[config.mk]
export PLATFORM = sky130hd
export DESIGN_NAME = sram_fifo_ctrl_flat
export DESIGN_NICKNAME = d
export VERILOG_FILES = /design/src/rtl/sram_fifo_ctrl_if.sv /design/src/rtl/sram_fifo_ctrl.sv /design/src/flat_wrapper.sv
export SDC_FILE = /design/constraint.sdc
export NUM_CORES = 1
export LEC_CHECK = 0
export ABC_AREA = 1
export CAP_MARGIN = 20
export CORE_MARGIN = 2
export CORE_UTILIZATION = 31
export DETAILED_ROUTE_END_ITERATION = 7
export RECOVER_POWER = 100
export SKIP_LAST_GASP = 1
export SLEW_MARGIN = 25
export SYNTH_ARGS = -nofsm -noshare
export SYNTH_HDL_FRONTEND = slang
export SYNTH_SLANG_ARGS = --single-unit
[constraint.sdc]
create_clock -name Clk -period 2.5 [get_ports Clk]
set_clock_uncertainty 0.05 [all_clocks]
set_input_delay 0.25 -clock Clk [delete_from_list [all_inputs] [get_ports Clk]]
set_output_delay 0.25 -clock Clk [all_outputs]
set_load 0.01 [all_outputs]
[src/rtl/sram_fifo_ctrl_if.sv]
// sram_fifo_ctrl_if: producer/consumer handshake and SRAM bus bundle for sram_fifo_ctrl
// slave modport: the controller's view (takes push/pop/flush and sram_dataOut, drives status and SRAM strobes)
// master modport: the surrounding logic's view (opposite directions)
interface sram_fifo_ctrl_if #(
  parameter int DATA_W = 8,
  parameter int ADDR_W = 8,
  parameter int CNT_W = 4
);
  logic flush, push_valid, push_ready, pop_req, pop_valid, full, empty;
  logic [DATA_W-1:0] push_data, pop_data, sram_dataIn, sram_dataOut;
  logic [CNT_W-1:0] count;
  logic [ADDR_W-1:0] sram_Addr;
  logic sram_CS, sram_WE, sram_RD;
  modport master(
    output flush, push_valid, push_data, pop_req, sram_dataOut,
    input push_ready, pop_valid, pop_data, full, empty, count, sram_Addr, sram_CS, sram_WE, sram_RD, sram_dataIn
  );
  modport slave(
    input flush, push_valid, push_data, pop_req, sram_dataOut,
    output push_ready, pop_valid, pop_data, full, empty, count, sram_Addr, sram_CS, sram_WE, sram_RD, sram_dataIn
  );
endinterface

[src/rtl/sram_fifo_ctrl.sv]
// sram_fifo_ctrl: FIFO controller driving a single-port synchronous SRAM
// Clk/Rst: clock shared with the SRAM, synchronous active-high reset
// bus (slave): push/pop handshake, flush, full/empty/count status, SRAM Addr/CS/WE/RD/dataIn out, dataOut in
module sram_fifo_ctrl #(
  parameter int DATA_W = 8,
  parameter int ADDR_W = 8,
  parameter int DEPTH = 8,
  parameter int CNT_W = 4
) (
  input logic Clk,
  input logic Rst,
  sram_fifo_ctrl_if.slave bus
);
  logic [ADDR_W-1:0] wr_ptr, rd_ptr;
  logic [CNT_W-1:0] cnt;
  logic pv, full, empty, idle, do_pop, do_push;
  function automatic logic [ADDR_W-1:0] inc(input logic [ADDR_W-1:0] p);
    return p == ADDR_W'(DEPTH - 1) ? '0 : p + ADDR_W'(1);
  endfunction
  assign full = cnt == CNT_W'(DEPTH);
  assign empty = cnt == '0;
  assign idle = Rst || bus.flush;
  // the single SRAM port goes to a pop whenever one is possible; push waits
  assign do_pop = !idle && bus.pop_req && !empty;
  assign do_push = !idle && bus.push_valid && !full && !do_pop;
  assign bus.push_ready = !idle && !full && !(bus.pop_req && !empty);
  assign bus.full = full;
  assign bus.empty = empty;
  assign bus.count = cnt;
  assign bus.pop_valid = pv;
  assign bus.pop_data = bus.sram_dataOut;
  assign bus.sram_CS = do_push || do_pop;
  assign bus.sram_WE = do_push;
  assign bus.sram_RD = do_pop;
  assign bus.sram_Addr = do_push ? wr_ptr : do_pop ? rd_ptr : '0;
  assign bus.sram_dataIn = do_push ? bus.push_data : DATA_W'(0);
  always_ff @(posedge Clk) begin
    if (idle) begin
      wr_ptr <= '0;
      rd_ptr <= '0;
      cnt <= '0;
      pv <= 1'b0;
    end else begin
      if (do_push) wr_ptr <= inc(wr_ptr);
      if (do_pop) rd_ptr <= inc(rd_ptr);
      cnt <= cnt + CNT_W'(do_push) - CNT_W'(do_pop);
      pv <= do_pop;
    end
  end
  always_ff @(posedge Clk) if (!Rst) assert (cnt <= CNT_W'(DEPTH));
endmodule

[src/flat_wrapper.sv]
// flat-port wrapper written by rule: the top's interface ports become plain ports
module sram_fifo_ctrl_flat 
#(
  parameter int DATA_W = 8,
  parameter int ADDR_W = 8,
  parameter int DEPTH = 8,
  parameter int CNT_W = 4
)
  (Clk, Rst, bus_flush, bus_push_valid, bus_push_data, bus_pop_req, bus_sram_dataOut, bus_push_ready, bus_pop_valid, bus_pop_data, bus_full, bus_empty, bus_count, bus_sram_Addr, bus_sram_CS, bus_sram_WE, bus_sram_RD, bus_sram_dataIn);
  sram_fifo_ctrl_if #(.DATA_W(DATA_W), .ADDR_W(ADDR_W), .CNT_W(CNT_W)) bus_i ();
  input logic Clk;
  input logic Rst;
  input wire logic [$bits(bus_i.flush)-1:0] bus_flush;
  input wire logic [$bits(bus_i.push_valid)-1:0] bus_push_valid;
  input wire logic [$bits(bus_i.push_data)-1:0] bus_push_data;
  input wire logic [$bits(bus_i.pop_req)-1:0] bus_pop_req;
  input wire logic [$bits(bus_i.sram_dataOut)-1:0] bus_sram_dataOut;
  output wire logic [$bits(bus_i.push_ready)-1:0] bus_push_ready;
  output wire logic [$bits(bus_i.pop_valid)-1:0] bus_pop_valid;
  output wire logic [$bits(bus_i.pop_data)-1:0] bus_pop_data;
  output wire logic [$bits(bus_i.full)-1:0] bus_full;
  output wire logic [$bits(bus_i.empty)-1:0] bus_empty;
  output wire logic [$bits(bus_i.count)-1:0] bus_count;
  output wire logic [$bits(bus_i.sram_Addr)-1:0] bus_sram_Addr;
  output wire logic [$bits(bus_i.sram_CS)-1:0] bus_sram_CS;
  output wire logic [$bits(bus_i.sram_WE)-1:0] bus_sram_WE;
  output wire logic [$bits(bus_i.sram_RD)-1:0] bus_sram_RD;
  output wire logic [$bits(bus_i.sram_dataIn)-1:0] bus_sram_dataIn;
  assign bus_i.flush = bus_flush;
  assign bus_i.push_valid = bus_push_valid;
  assign bus_i.push_data = bus_push_data;
  assign bus_i.pop_req = bus_pop_req;
  assign bus_i.sram_dataOut = bus_sram_dataOut;
  assign bus_push_ready = bus_i.push_ready;
  assign bus_pop_valid = bus_i.pop_valid;
  assign bus_pop_data = bus_i.pop_data;
  assign bus_full = bus_i.full;
  assign bus_empty = bus_i.empty;
  assign bus_count = bus_i.count;
  assign bus_sram_Addr = bus_i.sram_Addr;
  assign bus_sram_CS = bus_i.sram_CS;
  assign bus_sram_WE = bus_i.sram_WE;
  assign bus_sram_RD = bus_i.sram_RD;
  assign bus_sram_dataIn = bus_i.sram_dataIn;
  sram_fifo_ctrl #(.DATA_W(DATA_W), .ADDR_W(ADDR_W), .DEPTH(DEPTH), .CNT_W(CNT_W)) u_core (.Clk(Clk), .Rst(Rst), .bus(bus_i));
endmodule
==> flow_summary.json <==
{
  "antenna_found_initial": 0,
  "synthArstFlopShare": 0,
  "setup_viol": 0,
  "die_area_um2": 5740,
  "holdWs_ns": 0.450,
  "synth_warnings": 0,
  "period_minus_slack_ns": 2.36,
  "drtPass1Iterations": 4,
  "syn_inst": 248,
  "yosysSeqAreaShare": 0.263,
  "gp_congestion": 0.858,
  "place_inst": 349,
  "cp_data_arrival_time_ns": 2.06,
  "synth-simple-area-share": 0.389,
  "grt_pass1_vias": 1338,
  "post_drt_wl_per_cell_um": 10.7,
  "cts_root_buf": "clkbuf_8",
  "rr_startpoint": "u_core.bus.count[2]$_SDFF_PP0_",
  "ys_ff_latch": 21,
  "worstSetupPathType": "reg2out",
  "fill_cells": 538,
  "synth-edff-count": 0,
  "hold_viol_final": 0,
  "cts-htree-levels": 1,
  "rsz0062_at_grt": "false",
  "synth-adder-area-share": 0.0752,
  "placed_area_um2": 2020,
  "p_total_uw": 666,
  "die_h_um": 75.8,
  "cap_violations": 0,
  "critPathMaxFanout": 7,
  "postRouteAntennaNets": 0,
  "tightest_slew_ns": 0.433,
  "clk_pin_slew_ns": 0.07,
  "dp_hpwl_um": 3090,
  "r2r_end": "u_core.bus.count[2]$_SDFF_PP0_",
  "gr-usage-all-layers": 0.142,
  "cp-startpoint": "u_core.bus.count[2]$_SDFF_PP0_",
  "syn-num-nets": 278,
  "ctsHoldBuffers": 0,
  "numCtsBuffers": 3,
  "cts_tree": "done",
  "vias": 1528,
  "num_antenna_cells": 0,
  "hp-class": "in2out",
  "grt_pass1_wl_um": 6240,
  "grt_max_degree": 16,
  "area_delta_synth_final_pct": 30.9,
  "post-place-ws_ns": 0.0814,
  "clock-sinks": 21,
  "portBuffers": 39,
  "synth_top_family_by_area": "simple AND/OR/NAND/NOR gates",
  "end_kind": "primary output",
  "setup_tns_ns": 0,
  "rrSetupSlack_ns": 0.36,
  "drc": 0,
  "clock.fmax_ghz": 0.424,
  "coreArea_um2": 5040,
  "slew_headroom": 0.712,
  "stdcell_area_um2": 2090,
  "fin_cells": 358,
  "synth_compound_area_frac": 0.103,
  "final_nets": 319,
  "syn_avg_cell_area_um2": 6.44,
  "ios": 56,
  "synthMuxAreaShare": 0,
  "die_width_um": 75.8,
  "syn-cell-area_um2": 1600,
  "totalWireLength_um": 3830,
  "synthXorXnorAreaFrac": 0.00549,
  "clock_latency_ns": 0.27,
  "start_kind": "flop",
  "drive_gt1_frac": 0.125,
  "clockBufferDepth": 2,
  "status": "finished clean",
  "fin_crit_sh": 0.944,
  "worstPathRequired_ns": 2.20,
  "overflow": 0,
  "reg2reg_depth": 11,
  "drt_iter0_drc": 60,
  "fin_util": 0.414,
  "irDropWorstVdd_uv": 180,
  "start_util": 0.317,
  "rows": 26,
  "cp-endpoint": "bus_sram_Addr[5]",
  "finalMaxSlewViolations": 0,
  "fin_ws_ns": 0.139,
  "power.density_nw_per_um2": 319,
  "ys.flop_type": "dfxtp_1",
  "viasPerCell": 4.27,
  "power_leakage_nw": 0.938,
  "ys_types": 30
}
-- cells by family after synthesis --
kind of cell / count (synthesis)
AOI/OAI and AO/OA: 26
xor gates and xnor gates: 1
adders and majority gates: 9
buffers and inverters: 57
DFF: 21
and+or+nand+nor: 134
-- what timing repair did --
action                                  in CTS  in global routing
buffers inserted                             0                  5
endpoints found under the setup margin       0                 16
resized for setup                            0                  4
-- how the worst min path moves through the flow --
stage	start	to	slack [ns]	cells after the start
after floorplan	Rst	u_core.bus.count[3]$_SDFF_PP0_	0.36	3
after global routing	bus_sram_dataOut[7]	bus_pop_data[7]	0.45	0
after global placement	u_core.wr_ptr[7]$_SDFFE_PP0P_	u_core.wr_ptr[7]$_SDFFE_PP0P_	0.44	2
after detailed placement	u_core.wr_ptr[7]$_SDFFE_PP0P_	u_core.wr_ptr[7]$_SDFFE_PP0P_	0.45	2
final	bus_sram_dataOut[1]	bus_pop_data[1]	0.45	0
after CTS	bus_sram_dataOut[2]	bus_pop_data[2]	0.45	0
-- registers in the layout, indices dropped and copies added (netlist names) --
register              cells
u_core.wr_ptr             8
u_core.bus.pop_valid      1
u_core.bus.count          4
u_core.rd_ptr             8
-- critical path: stages, from the launching register on --
cell	delay (ns)
dfxtp_1	0.33
inv_1	0.07
ha_1	0.22
nand3_1	0.18
nand2_4	0.12
buf_4	0.17
o22ai_1	0.15
clkdlybuf4s50_1	0.55
-- layout by cell type (no fill, tap or decap), types with 6 or more instances in the layout --
| master | synthesis | layout |
|---|---|---|
| a21oi_1 | 6 | 8 |
| buf_4 | 8 | 9 |
| clkdlybuf4s50_1 | 0 | 28 |
| dfxtp_1 | 21 | 21 |
| dlygate4sd3_1 | 0 | 9 |
| ha_1 | 8 | 8 |
| inv_1 | 40 | 40 |
| nand2_1 | 53 | 53 |
| nand2_2 | 7 | 6 |
| nand3_1 | 19 | 19 |
| nor2_1 | 41 | 42 |
| o21ai_0 | 6 | 6 |
-- report_power, final --
part | switching (mW) | leakage, nW | internal, mW
Combinational | 0.0496 | 0.743 | 0.0484
Clock | 0.118 | 0.0255 | 0.111
Sequential | 0.00198 | 0.169 | 0.336
-- metal layers --
layer / wire length [µm] / part of all wire / global-route usage / up-vias
met1: 1790 / 0.47 / 0.184 / 672
met3: 99 / 0.026 / 0.0331 / 6
met5: 0 / 0 / 0 / -
met2: 1890 / 0.49 / 0.231 / 15
met4: 57 / 0.015 / 0.0507 / 0
li1: - / - / - / 835
-- cells in the mapped netlist, types with 4 or more instances --
cell type  count  share of area
buf_2          4          0.013
nor2_1        41          0.096
nor2_4         4          0.028
a21oi_2        6          0.033
buf_4          8          0.038
dfxtp_1       21           0.26
nand3_1       19          0.060
nand2_1       53           0.12
inv_1         40          0.094
o21ai_0        6          0.019
nand2_2        7          0.027
ha_1           8          0.063
o22ai_1        5          0.020
a21oi_1        6          0.019
-- layout make-up --
cell class	count	area [µm²]	area share
Clock buffer	3	41.3	0.0198
Multi-Input combinational cell	170	916	0.438
Timing Repair Buffer	50	453	0.217
Tap cell	70	87.6	0.0419
Inverter	43	166	0.0796
Sequential cell	21	420	0.201
Clock inverter	1	5.00	0.00240
Note: power is estimated with default switching activity, not from simulation.
==> patch: new RTL, config.mk and constraints unchanged <==
`CNT_W` is set to 4 in 3 places; all go to 6.
--- a/src/rtl/sram_fifo_ctrl_if.sv
+++ b/src/rtl/sram_fifo_ctrl_if.sv
@@ -6,3 +6,3 @@
   parameter int ADDR_W = 8,
-  parameter int CNT_W = 4
+  parameter int CNT_W = 6
 );
--- a/src/rtl/sram_fifo_ctrl.sv
+++ b/src/rtl/sram_fifo_ctrl.sv
@@ -7,3 +7,3 @@
   parameter int DEPTH = 8,
-  parameter int CNT_W = 4
+  parameter int CNT_W = 6
 ) (
--- a/src/flat_wrapper.sv
+++ b/src/flat_wrapper.sv
@@ -6,3 +6,3 @@
   parameter int DEPTH = 8,
-  parameter int CNT_W = 4
+  parameter int CNT_W = 6
 )
Ports: changed (resized bus_count); port bits go from 56 to 58. The function was not compared with the original's and may differ.
==> patch against the original RTL <==
Sequential cell count up 2. Critical endpoint is now u_core.bus.count[4]$_SDFF_PP0_. Highest routed layer unchanged. Setup slack worse by 0.022 ns. Utilization up 2.0 points. Cell count up 8.9%. Sequential share of layout area down 0.60 points. Via count up 11%. Wire length up 11%. Cell area up 14%. Synthesized area up 9.4%.
Power is not compared: it rests on default switching activity, and its combinational part moved more than twofold at a synthesized area within 25%.
==> patch: results (changes against the original RTL) <==
| Metric | Value |
|---|---|
| Status | `complete, no violations` |
| Syn Nets | `304 (+9.4%)` |
| Syn Area/Cell | `6.45 um2 (+0.12%)` |
| Number of fill cells | `599 (+11%)` |
| Wirelength per Cell | `10.9 um (+1.9%)` |
| Share of cells above drive strength 1 | `0.182 (+0.0574)` |
| Worst-path fanout max | `3 (-4)` |
| Seq/Total Area, Yosys | `0.264 (+0.000287)` |
| Post-synthesis cell type count | `28 (-6.7%)` |
| Delay-heaviest family, CP | `adder cells` |
| Layout Nets | `352 (+10%)` |
| Post-DP HPWL | `3330 um (+7.6%)` |
| Largest net degree at the start of global routing | `18 (+2)` |
| Via-per-instance ratio | `4.36 (+2.2%)` |
| Vias | `1702 (+11%)` |
| R2r endpoint | `u_core.bus.count[4]$_SDFF_PP0_` |
| Number of global-route vias before repair | `1631 (+22%)` |
| Final Wtd Congestion | `0.836 (-2.6%)` |
| First DRT Iteration DRCs | `72 (+20%)` |
| Top cells by area, synth | `dfxtp_1 (26%), nand2_1 (15%), inv_1 (8.8%), ha_1 (7.9%), nor2_1 (7.7%)` |
| Clock Pin Slew Worst Setup and Hold Paths | `0.09 ns (+0.02 ns)` |
| GRT Util Overall | `0.149 (+0.00650)` |
| Slowest-stage cell, CP | `fa_2` |
| Hold_sp | `bus_sram_dataOut[0]` |
| WHS | `0.450 ns (+0.00000100 ns)` |
| First-pass GRT wire length | `7440 um (+19%)` |
| Port Buffers | `41 (+5.1%)` |
patch: cell type report:
class | count | area [um2] | area share
sequential | 23 | 464 | 0.195
timing repair buffer | 57 | 546 | 0.229
multi-input combinational | 190 | 1070 | 0.448
clock buffer | 4 | 45.0 | 0.0189
tap | 72 | 90.1 | 0.0379
inverter | 44 | 168 | 0.0705
patch: repair_timing:
| item | in CTS | in global routing |
|---|---|---|
| endpoints found under the setup margin | 8 | 20 |
| gates cloned | 0 | 0 |
| gates resized for setup | 1 | 19 |
| buffers inserted | 0 | 3 |
| hold buffers | 0 | 0 |
| pin swaps | 0 | 2 |
patch: layer usage:
layer	global-route usage	wire, um	part of all wire
met1	0.195	2000	0.47
met2	0.246	2040	0.48
met3	0.0182	141	0.033
met4	0.0621	73	0.017
met5	0	0	0
patch: cell families after synthesis:
group,Yosys count,share of synthesized area
buffers and inverters,58,0.153
DFF,23,0.264
and+or+nand+nor,146,0.383
AOI/OAI and AO/OA,31,0.105
xor gates and xnor gates,1,0.00502
adders and majority gates,12,0.0903
patch: per-stage QoR:
stage / power [uW] / area (um2)
after global placement: 617 / 2260
after detailed placement: 618 / 2260
after floorplan: 534 / 1760
after global routing: 929 / 2380
final: 871 / 2380
after CTS: 862 / 2310
patch: power by group through the flow:
stage / combinational, uW / sequential, uW / clock, uW
6_report: 249 / 380 / 242
5_1_grt: 277 / 381 / 271
4_1_cts: 231 / 380 / 251
3_5_place_dp: 229 / 389 / 0
3_3_place_gp: 228 / 389 / 0
2_1_floorplan: 143 / 391 / 0
